[src/rtl/vector_pair_streamer_if.sv]
// Bundles the write port, run control and pair-stream outputs of
// vector_pair_streamer.
//   master : host/driver side (drives writes, len, start, stall)
//   slave  : streamer side (drives busy, k, l, valid, last, clear, done)
// Signals:
//   wr_en, wr_sel, wr_addr[AW-1:0], wr_data[WIDTH-1:0] : element write port
//   len[AW:0], start, stall                            : run control
//   busy, k, l, valid, last, clear, done               : stream outputs
interface vector_pair_streamer_if #(
   parameter int WIDTH = 10,
   parameter int AW    = 3
);
   logic             wr_en;
   logic             wr_sel;
   logic [AW-1:0]    wr_addr;
   logic [WIDTH-1:0] wr_data;
   logic [AW:0]      len;
   logic             start;
   logic             stall;
   logic             busy;
   logic [WIDTH-1:0] k;
   logic [WIDTH-1:0] l;
   logic             valid;
   logic             last;
   logic             clear;
   logic             done;

   modport master (
      output wr_en, wr_sel, wr_addr, wr_data, len, start, stall,
      input  busy, k, l, valid, last, clear, done
   );

   modport slave (
      input  wr_en, wr_sel, wr_addr, wr_data, len, start, stall,
      output busy, k, l, valid, last, clear, done
   );
endinterface

[src/rtl/vector_pair_streamer.sv]
// Holds two operand banks (K, L) and, on start, emits an accumulator clear
// pulse followed by the pairs (k[i], l[i]) in index order, honouring stall,
// and ends with a done pulse.
// Ports:
//   clock : rising-edge clock
//   reset : synchronous active-high reset (bank contents are retained)
//   bus   : vector_pair_streamer_if.slave (write port, run control, stream)
//
// state  | meaning
// -------+-----------------------------------------------------------
// IDLE   | banks writable, waiting for start
// CLEAR  | one-cycle accumulator clear pulse
// STREAM | pair idx on k/l with valid; holds while stall=1
// DONE   | one-cycle done pulse, then back to IDLE
module vector_pair_streamer #(
   parameter int WIDTH = 10,
   parameter int DEPTH = 8,
   parameter int AW    = 3
) (
   input logic                   clock,
   input logic                   reset,
   vector_pair_streamer_if.slave bus
);

   typedef enum logic [1:0] {IDLE, CLEAR, STREAM, DONE} state_t;

   localparam logic [AW:0] DEPTH_C = (AW+1)'(DEPTH);
   localparam logic [AW:0] ONE     = (AW+1)'(1);

   state_t           state, state_n;
   logic [WIDTH-1:0] bank_k [DEPTH];
   logic [WIDTH-1:0] bank_l [DEPTH];
   logic [AW:0]      idx, idx_n, idx_inc;
   logic [AW:0]      eff_len, eff_len_n, len_clamp;
   logic [WIDTH-1:0] k_q, k_n, l_q, l_n;
   logic             valid_q, valid_n, last_q, last_n;
   logic             clear_q, clear_n, done_q, done_n, busy_q, busy_n;

   assign len_clamp = (bus.len > DEPTH_C) ? DEPTH_C : bus.len;
   assign idx_inc   = idx + ONE;

   // Banks have no reset; a write coinciding with start lands before the
   // first pair is read two edges later, so the run sees it.
   always_ff @(posedge clock) begin
      if (!reset && state == IDLE && bus.wr_en) begin
         if (bus.wr_sel) bank_l[bus.wr_addr] <= bus.wr_data;
         else            bank_k[bus.wr_addr] <= bus.wr_data;
      end
   end

   always_ff @(posedge clock) begin
      if (reset) begin
         state   <= IDLE;
         idx     <= '0;
         eff_len <= '0;
         k_q     <= '0;
         l_q     <= '0;
         valid_q <= 1'b0;
         last_q  <= 1'b0;
         clear_q <= 1'b0;
         done_q  <= 1'b0;
         busy_q  <= 1'b0;
      end else begin
         state   <= state_n;
         idx     <= idx_n;
         eff_len <= eff_len_n;
         k_q     <= k_n;
         l_q     <= l_n;
         valid_q <= valid_n;
         last_q  <= last_n;
         clear_q <= clear_n;
         done_q  <= done_n;
         busy_q  <= busy_n;
      end
   end

   // Next-state logic also computes the next registered outputs, so every
   // output reflects the state being entered.
   always_comb begin
      state_n   = state;
      idx_n     = idx;
      eff_len_n = eff_len;
      k_n       = '0;
      l_n       = '0;
      valid_n   = 1'b0;
      last_n    = 1'b0;
      clear_n   = 1'b0;
      done_n    = 1'b0;
      busy_n    = 1'b0;
      case (state)
         IDLE: begin
            if (bus.start) begin
               eff_len_n = len_clamp;
               idx_n     = '0;
               busy_n    = 1'b1;
               if (len_clamp == '0) begin
                  state_n = DONE;
                  done_n  = 1'b1;
               end else begin
                  state_n = CLEAR;
                  clear_n = 1'b1;
               end
            end
         end
         CLEAR: begin
            state_n = STREAM;
            busy_n  = 1'b1;
            valid_n = 1'b1;
            k_n     = bank_k[0];
            l_n     = bank_l[0];
            last_n  = (eff_len == ONE);
         end
         STREAM: begin
            busy_n = 1'b1;
            if (bus.stall) begin
               k_n     = k_q;
               l_n     = l_q;
               valid_n = 1'b1;
               last_n  = last_q;
            end else if (last_q) begin
               state_n = DONE;
               done_n  = 1'b1;
            end else begin
               idx_n   = idx_inc;
               valid_n = 1'b1;
               k_n     = bank_k[idx_inc[AW-1:0]];
               l_n     = bank_l[idx_inc[AW-1:0]];
               last_n  = (idx_inc == eff_len - ONE);
            end
         end
         DONE: begin
            state_n = IDLE;
         end
         default: begin
            state_n = IDLE;
         end
      endcase
   end

   assign bus.busy  = busy_q;
   assign bus.k     = k_q;
   assign bus.l     = l_q;
   assign bus.valid = valid_q;
   assign bus.last  = last_q;
   assign bus.clear = clear_q;
   assign bus.done  = done_q;

endmodule

[src/flat_wrapper.sv]
// flat-port wrapper written by rule: the top's interface ports become plain ports
module vector_pair_streamer_flat 
#(
   parameter int WIDTH = 10,
   parameter int DEPTH = 8,
   parameter int AW    = 3
)
  (clock, reset, bus_wr_en, bus_wr_sel, bus_wr_addr, bus_wr_data, bus_len, bus_start, bus_stall, bus_busy, bus_k, bus_l, bus_valid, bus_last, bus_clear, bus_done);
  vector_pair_streamer_if #(.WIDTH(WIDTH), .AW(AW)) bus_i ();
  input logic clock;
  input logic reset;
  input wire logic [$bits(bus_i.wr_en)-1:0] bus_wr_en;
  input wire logic [$bits(bus_i.wr_sel)-1:0] bus_wr_sel;
  input wire logic [$bits(bus_i.wr_addr)-1:0] bus_wr_addr;
  input wire logic [$bits(bus_i.wr_data)-1:0] bus_wr_data;
  input wire logic [$bits(bus_i.len)-1:0] bus_len;
  input wire logic [$bits(bus_i.start)-1:0] bus_start;
  input wire logic [$bits(bus_i.stall)-1:0] bus_stall;
  output wire logic [$bits(bus_i.busy)-1:0] bus_busy;
  output wire logic [$bits(bus_i.k)-1:0] bus_k;
  output wire logic [$bits(bus_i.l)-1:0] bus_l;
  output wire logic [$bits(bus_i.valid)-1:0] bus_valid;
  output wire logic [$bits(bus_i.last)-1:0] bus_last;
  output wire logic [$bits(bus_i.clear)-1:0] bus_clear;
  output wire logic [$bits(bus_i.done)-1:0] bus_done;
  assign bus_i.wr_en = bus_wr_en;
  assign bus_i.wr_sel = bus_wr_sel;
  assign bus_i.wr_addr = bus_wr_addr;
  assign bus_i.wr_data = bus_wr_data;
  assign bus_i.len = bus_len;
  assign bus_i.start = bus_start;
  assign bus_i.stall = bus_stall;
  assign bus_busy = bus_i.busy;
  assign bus_k = bus_i.k;
  assign bus_l = bus_i.l;
  assign bus_valid = bus_i.valid;
  assign bus_last = bus_i.last;
  assign bus_clear = bus_i.clear;
  assign bus_done = bus_i.done;
  vector_pair_streamer #(.WIDTH(WIDTH), .DEPTH(DEPTH), .AW(AW)) u_core (.clock(clock), .reset(reset), .bus(bus_i));
endmodule
[config.mk]
export PLATFORM = sky130hd
export DESIGN_NAME = vector_pair_streamer_flat
export DESIGN_NICKNAME = d
export VERILOG_FILES = /design/src/rtl/vector_pair_streamer_if.sv /design/src/rtl/vector_pair_streamer.sv /design/src/flat_wrapper.sv
export SDC_FILE = /design/constraint.sdc
export NUM_CORES = 1
export LEC_CHECK = 0
export CAP_MARGIN = 5
export CORE_MARGIN = 2
export CORE_UTILIZATION = 55
export DETAILED_ROUTE_END_ITERATION = 6
export PLACE_DENSITY = 0.83
export SETUP_SLACK_MARGIN = 0.2
export SYNTH_ARGS = -nofsm -noshare
export SYNTH_HDL_FRONTEND = slang
export SYNTH_SLANG_ARGS = --single-unit
[constraint.sdc]
create_clock -name clock -period 3.3 [get_ports clock]
set_clock_uncertainty 0.2 [all_clocks]
set_input_delay 0.495 -clock clock [delete_from_list [all_inputs] [get_ports clock]]
set_output_delay 0.495 -clock clock [all_outputs]
set_load 0.01 [all_outputs]
==> flow_summary.json, run 1 <==
{
  "run_status": "finished, final reports clean",
  "worst_ep_required_time_ps": 3240,
  "post_drt_wl_per_cell_um": 24.4,
  "totalNegativeSetupSlack_ps": 0,
  "dpl.hpwl_um": 10500,
  "vdd_drop_max_v": 0.000467,
  "antennaDiodeCount": 0,
  "die_width_um": 123,
  "setup_viol": 0,
  "grt_pass1_wl_um": 26100,
  "initial_antenna_violation_count": 0,
  "start_util": 0.565,
  "r2r_setup_slack_ps": 770,
  "endpoint": "u_core.bank_k[0][3]$_DFFE_PP_",
  "final_antenna_net_count": 0,
  "layout_commonest_cell": "sky130_fd_sc_hd__edfxtp_1",
  "arrival_ps": 2470,
  "postCtsSetupBuffers": 0,
  "cpMaxStageDelayCell": "sky130_fd_sc_hd__or3_1",
  "core_box_area_um2": 13900,
  "preCtsSetupSlack_ps": 756,
  "cts.htree.levels": 4,
  "endpoint_kind": "flop",
  "worst-slew-pin-transition_ps": 920,
  "area_post_placement_um2": 8540,
  "finalNetCount": 539,
  "critical_path.top_delay_family": "simple AND/OR/NAND/NOR gates",
  "synth_top_flop_cell": "sky130_fd_sc_hd__edfxtp_1",
  "via_count": 4643,
  "hold_slack_ps": 323,
  "post_synth_edffs": 160,
  "final_area_um2": 9130,
  "grt.overflow.total": 0,
  "die_area_um2": 15200,
  "ys_warn_count": 0,
  "post_synth_instance_area_um2": 7840,
  "setup.worst_path.class": "reg -> reg",
  "synthesis.area_per_instance_um2": 17.3,
  "worst_hold_path_type": "reg -> reg",
  "dominant_combinational_cell_family_by_area_after_synthesis": "multiplexers",
  "clock_root_buffer": "sky130_fd_sc_hd__clkbuf_16",
  "timing.critical_path.from_type": "flop",
  "cp.buffers_inverters": 2,
  "power.leakage_nw": 2.83,
  "crit_start": "u_core.state[1]$_SDFFE_PP0P_",
  "routability_congestion": 0.805,
  "totalPowerFinal_mw": 6.38,
  "avgViaCountPerCell": 6.61,
  "slew-limit-headroom": 0.387,
  "synth_seq_area_share": 0.702,
  "post_route_cells_drive_above_1_share": 0.176,
  "max_cap_violations": 0,
  "chipHeight_um": 123,
  "total_count_of_hold_check_failures_in_the_final_report": 0,
  "final_max_slew_viol_count": 0,
  "power-per-cell-area_nw_per_um2": 700,
  "vias_in_the_first_global_route": 4631,
  "max_freq_mhz": 395,
  "grt_start_max_net_pins": 53,
  "muxShareOfSynthArea": 0.122,
  "numCtsBuffers": 17,
  "layout_setup_ws_ps": 766,
  "synth_seq_cells": 195,
  "r2r_start": "u_core.state[1]$_SDFFE_PP0P_",
  "critical_path.max_stage_delay_ps": 460,
  "layout_worst_path_cycle_share": 0.768,
  "timing.critical_path.fanout_max": 10,
  "crit_chain": "inv_1 -> ha_1 -> nand3b_1 -> or3_1 -> nor3_1 -> buf_4",
  "postSynthCellCount": 452,
  "number_of_top_level_pins": 48,
  "min_period_ps": 2530,
  "async_flop_share": 0,
  "clkSlewWorstSetupHoldPaths_ps": 70,
  "first_pass_iters": 5,
  "clock-sinks": 195,
  "finalWirelength_um": 17100,
  "post_synth_xor_area_fraction": 0.00894,
  "area_growth_syn_to_layout_pct": 16.4,
  "most_used_cells_in_the_layout_excluding_fill_and_tap_cells": "160 x sky130_fd_sc_hd__edfxtp_1, 47 x sky130_fd_sc_hd__clkdlybuf4s50_1, 34 x sky130_fd_sc_hd__mux4_2, 34 x sky130_fd_sc_hd__dfxtp_1, 25 x sky130_fd_sc_hd__buf_4",
  "clock_insertion_delay_worst_skew_ps": 440,
  "reg2regPathDepth": 6,
  "clk_path_buf_depth": 2,
  "adder_and_majority_cell_fraction_of_the_synthesized_area": 0.0112,
  "cts.repair.resized": 0,
  "placement.io_buffers": 47,
  "drt_iter0_drc": 622,
  "path_depth": 6,
  "drcViolationCount": 0,
  "cts_hold_buf": 0,
  "clock_tree_from_tritoncts": "yes",
  "synth_area_in_simple_gates": 0.0397,
  "grt_setup_unrepaired": "no",
  "placement_rows": 43,
  "track_usage": 0.239,
  "r2r-end": "u_core.bank_k[0][3]$_DFFE_PP_",
  "synth_nets": 482,
  "distinct_cells_synth": 39,
  "synth_area_in_compound_gates": 0.0903
}
[final cells by class]
class / instances / area [um^2]
fillers: 853 / 4760
clock buffers: 17 / 425
flip-flops and latches: 195 / 5510
repair buffers: 72 / 658
inverters: 5 / 18.8
clock inverters: 15 / 160
multi-input cells: 218 / 2130
well taps: 180 / 225
[worst min-delay path: cells and delay by family (launching register included)]
kind / cells / cell delay (ps)
simple gates: 1 / 70
compound gates: 1 / 60
flops: 1 / 340
[logic make-up after synthesis]
logic type,count (synthesis)
DFF,195
AOI/OAI and AO/OA,98
and+or+nand+nor,62
muxes,43
buffers and inverters,39
xor gates and xnor gates,8
adders and majority gates,7
[through the flow]
step,std cells,util
final,702,0.657
after global routing,702,0.657
after global placement,670,0.615
after detailed placement,670,0.615
after CTS,702,0.657
after floorplan,452,-
[sequential cells by signal (all words and copies together) (netlist names), 2 cells and up]
| signal | count |
|---|---|
| u_core.bus.k | 10 |
| u_core.state | 2 |
| u_core.bank_l | 80 |
| u_core.eff_len | 4 |
| u_core.bank_k | 80 |
| u_core.idx | 4 |
| u_core.bus.l | 10 |
[per-layer routing]
| metal | up-vias | global-route usage | routed length [um] |
|---|---|---|---|
| met4 | 0 | 0.0902 | 397 |
| met2 | 290 | 0.375 | 8360 |
| met3 | 39 | 0.0558 | 1450 |
| met1 | 2334 | 0.328 | 6930 |
| li1 | 1980 | - | - |
| met5 | - | 0 | 0 |
[synth_stat cells (2+ instances only)]
master / n / area share
sky130_fd_sc_hd__edfxtp_1: 160 / 0.61
sky130_fd_sc_hd__nand2b_1: 5 / 0.0040
sky130_fd_sc_hd__mux4_2: 34 / 0.098
sky130_fd_sc_hd__a32oi_1: 20 / 0.022
sky130_fd_sc_hd__inv_1: 5 / 0.0024
sky130_fd_sc_hd__a22oi_1: 21 / 0.020
sky130_fd_sc_hd__a21oi_1: 8 / 0.0051
sky130_fd_sc_hd__buf_6: 5 / 0.0072
sky130_fd_sc_hd__ha_1: 7 / 0.011
sky130_fd_sc_hd__nor3b_1: 4 / 0.0038
sky130_fd_sc_hd__xor2_1: 4 / 0.0045
sky130_fd_sc_hd__nand3_1: 4 / 0.0026
sky130_fd_sc_hd__dfxtp_1: 35 / 0.089
sky130_fd_sc_hd__xnor2_1: 4 / 0.0045
sky130_fd_sc_hd__nor2_1: 24 / 0.011
sky130_fd_sc_hd__a211oi_1: 22 / 0.021
sky130_fd_sc_hd__a31oi_1: 21 / 0.017
sky130_fd_sc_hd__nand2_1: 5 / 0.0024
sky130_fd_sc_hd__nand3b_1: 3 / 0.0029
sky130_fd_sc_hd__clkbuf_1: 14 / 0.0067
sky130_fd_sc_hd__nor3_1: 9 / 0.0057
sky130_fd_sc_hd__buf_2: 13 / 0.0083
sky130_fd_sc_hd__mux2i_1: 3 / 0.0038
sky130_fd_sc_hd__mux4_1: 6 / 0.020
sky130_fd_sc_hd__o21ai_0: 2 / 0.0013
[power by group]
group,internal (mW),leakage (nW),switching [mW]
Combinational,0.645,0.824,0.882
Clock,1.08,0.283,0.960
Sequential,2.76,1.72,0.0654
Total,4.48,2.83,1.91
[worst min path at each step]
stage	startpoint	end	slack, ps	depth (start not counted)
2_1_floorplan	u_core.eff_len[3]$_SDFFE_PP0P_	u_core.eff_len[3]$_SDFFE_PP0P_	260	2
3_3_place_gp	u_core.eff_len[3]$_SDFFE_PP0P_	u_core.eff_len[3]$_SDFFE_PP0P_	280	2
5_1_grt	u_core.idx[2]$_SDFFE_PP0P_	u_core.idx[2]$_SDFFE_PP0P_	360	2
3_5_place_dp	u_core.eff_len[3]$_SDFFE_PP0P_	u_core.eff_len[3]$_SDFFE_PP0P_	310	2
6_report	u_core.eff_len[3]$_SDFFE_PP0P_	u_core.eff_len[3]$_SDFFE_PP0P_	320	2
4_1_cts	u_core.eff_len[3]$_SDFFE_PP0P_	u_core.eff_len[3]$_SDFFE_PP0P_	310	2
(Power assumes the default switching activity.)
==> run 2, diff against run 1 <==
CORE_UTILIZATION = 53   (was 55)
clock period = 2.3 ns   (was 3.3 ns; I/O delays follow)
==> flow_summary.json, run 2 (same netlist as run 1, synthesis figures left out) <==
{
  "grt.overflow.total": 0,
  "cts.htree.levels": 4,
  "final_max_slew_viol_count": 0,
  "finalNetCount": 549,
  "area_growth_syn_to_layout_pct": 19.5,
  "slew-limit-headroom": 0.499,
  "grt_start_max_net_pins": 41,
  "vdd_drop_max_v": 0.000615,
  "start_util": 0.541,
  "initial_antenna_violation_count": 0,
  "most_used_cells_in_the_layout_excluding_fill_and_tap_cells": "160 x sky130_fd_sc_hd__edfxtp_1, 47 x sky130_fd_sc_hd__clkdlybuf4s50_1, 34 x sky130_fd_sc_hd__mux4_2, 32 x sky130_fd_sc_hd__dfxtp_1, 23 x sky130_fd_sc_hd__buf_4",
  "max_freq_mhz": 472,
  "die_area_um2": 15800,
  "placement_rows": 44,
  "clock_insertion_delay_worst_skew_ps": 440,
  "grt_pass1_wl_um": 27300,
  "placement.io_buffers": 47,
  "clock_tree_from_tritoncts": "yes",
  "final_area_um2": 9370,
  "first_pass_iters": 5,
  "endpoint_kind": "flop",
  "cts_hold_buf": 0,
  "post_drt_wl_per_cell_um": 24.9,
  "via_count": 4669,
  "layout_commonest_cell": "sky130_fd_sc_hd__edfxtp_1",
  "avgViaCountPerCell": 6.52,
  "run_status": "finished, final reports clean",
  "post_route_cells_drive_above_1_share": 0.220,
  "clock-sinks": 195,
  "hold_slack_ps": 298,
  "layout_worst_path_cycle_share": 0.921,
  "finalWirelength_um": 17900,
  "clkSlewWorstSetupHoldPaths_ps": 70,
  "antennaDiodeCount": 0,
  "routability_congestion": 0.813,
  "layout_top_registers": "u_core.bank_k (80), u_core.bank_l (80)",
  "total_count_of_hold_check_failures_in_the_final_report": 0,
  "setup_viol": 0,
  "dpl.hpwl_um": 10600,
  "max_cap_violations": 0,
  "clk_path_buf_depth": 2,
  "area_post_placement_um2": 8710,
  "die_width_um": 126,
  "number_of_top_level_pins": 48,
  "min_period_ps": 2120,
  "power.leakage_nw": 2.89,
  "track_usage": 0.232,
  "worst_hold_path_type": "reg -> reg",
  "seq_area_um2": 5510,
  "fillers": 917,
  "setup.worst_path.class": "reg -> reg",
  "power-per-cell-area_nw_per_um2": 982,
  "timing.critical_path.fanout_max": 5,
  "drt_iter0_drc": 533,
  "grt_setup_unrepaired": "yes",
  "chipHeight_um": 126,
  "drcViolationCount": 0,
  "multiInputGateArea_um2": 2230,
  "vias_in_the_first_global_route": 4529,
  "arrival_ps": 2070,
  "final_antenna_net_count": 0,
  "core_box_area_um2": 14500,
  "worst-slew-pin-transition_ps": 748,
  "worst_ep_required_time_ps": 2250,
  "timing.critical_path.from_type": "flop",
  "numCtsBuffers": 17,
  "clock_root_buffer": "sky130_fd_sc_hd__clkbuf_16"
}
run 2: cell count changes in the layout (fill, tap and decap cells not counted), sizes merged:
cell	before	now
buf	25	34
clkbuf	17	20
inv	14	11
bufbuf	0	1
bufinv	1	0
clkinv	3	4
run 2: cell type report:
cell class,instances,share of cell area
clock buffers,20,0.0466
clock inverters,12,0.0104
inverters,5,0.00227
multi-input cells,218,0.238
flip-flops and latches,195,0.588
well taps,184,0.0246
repair buffers,82,0.0900
run 2: metrics by stage:
stage / std cells / util / power (mW) / setup slack (ps) / setup TNS, ps
floorplan: 452 / - / 5.71 / 157 / 0
global placement: 680 / 0.601 / 6.27 / -118 / -2560
detailed placement: 680 / 0.601 / 6.38 / -156 / -4560
CTS: 714 / 0.642 / 9.14 / 212 / 0
global route: 716 / 0.647 / 9.58 / 160 / 0
finish: 716 / 0.647 / 9.20 / 182 / 0
run 2: power breakdown:
group	switching (mW)	internal (mW)	total, mW
clock	1.29	1.41	2.70
sequential	0.113	3.96	4.08
combinational	1.32	1.10	2.42
run 2: what timing repair did:
action,4_1_cts,5_1_grt
gates resized for setup,2,18
cloned,1,1
buffers inserted,1,1
setup endpoints to repair,43,105
pin swaps,2,2
run 2: routing by layer:
metal,track usage,vias up,wire length [um]
met5,0,-,0
met4,0.0706,0,349
met3,0.0527,31,1350
met2,0.375,267,9020
met1,0.319,2368,7140
li1,-,2003,-
run 2: path summary, 6_finish.rpt:
kind                                                     start                        endpoint  slack (ps)  cells past startpoint
worst max-delay path              u_core.state[1]$_SDFFE_PP0P_   u_core.bank_k[1][2]$_DFFE_PP_         180                      8
worst min-delay path            u_core.eff_len[3]$_SDFFE_PP0P_  u_core.eff_len[3]$_SDFFE_PP0P_         300                      2
worst max register to register    u_core.state[1]$_SDFFE_PP0P_   u_core.bank_k[1][2]$_DFFE_PP_         180                      8
worst min register to register  u_core.eff_len[3]$_SDFFE_PP0P_  u_core.eff_len[3]$_SDFFE_PP0P_         300                      2
run 2: critical path: stages (launching register included):
cell	delay [ps]
sky130_fd_sc_hd__dfxtp_2	340
sky130_fd_sc_hd__inv_2	80
sky130_fd_sc_hd__ha_4	130
sky130_fd_sc_hd__nand3b_1	190
sky130_fd_sc_hd__buf_6	190
sky130_fd_sc_hd__nor2_2	80
sky130_fd_sc_hd__nand2_2	130
sky130_fd_sc_hd__nor3_4	310
sky130_fd_sc_hd__buf_6	180
==> run 3, diff against run 2 <==
CAP_MARGIN = unset   (was 5)
==> results of run 3 <==
No change in the layout: final DEF, timing and power equal those of run 2.
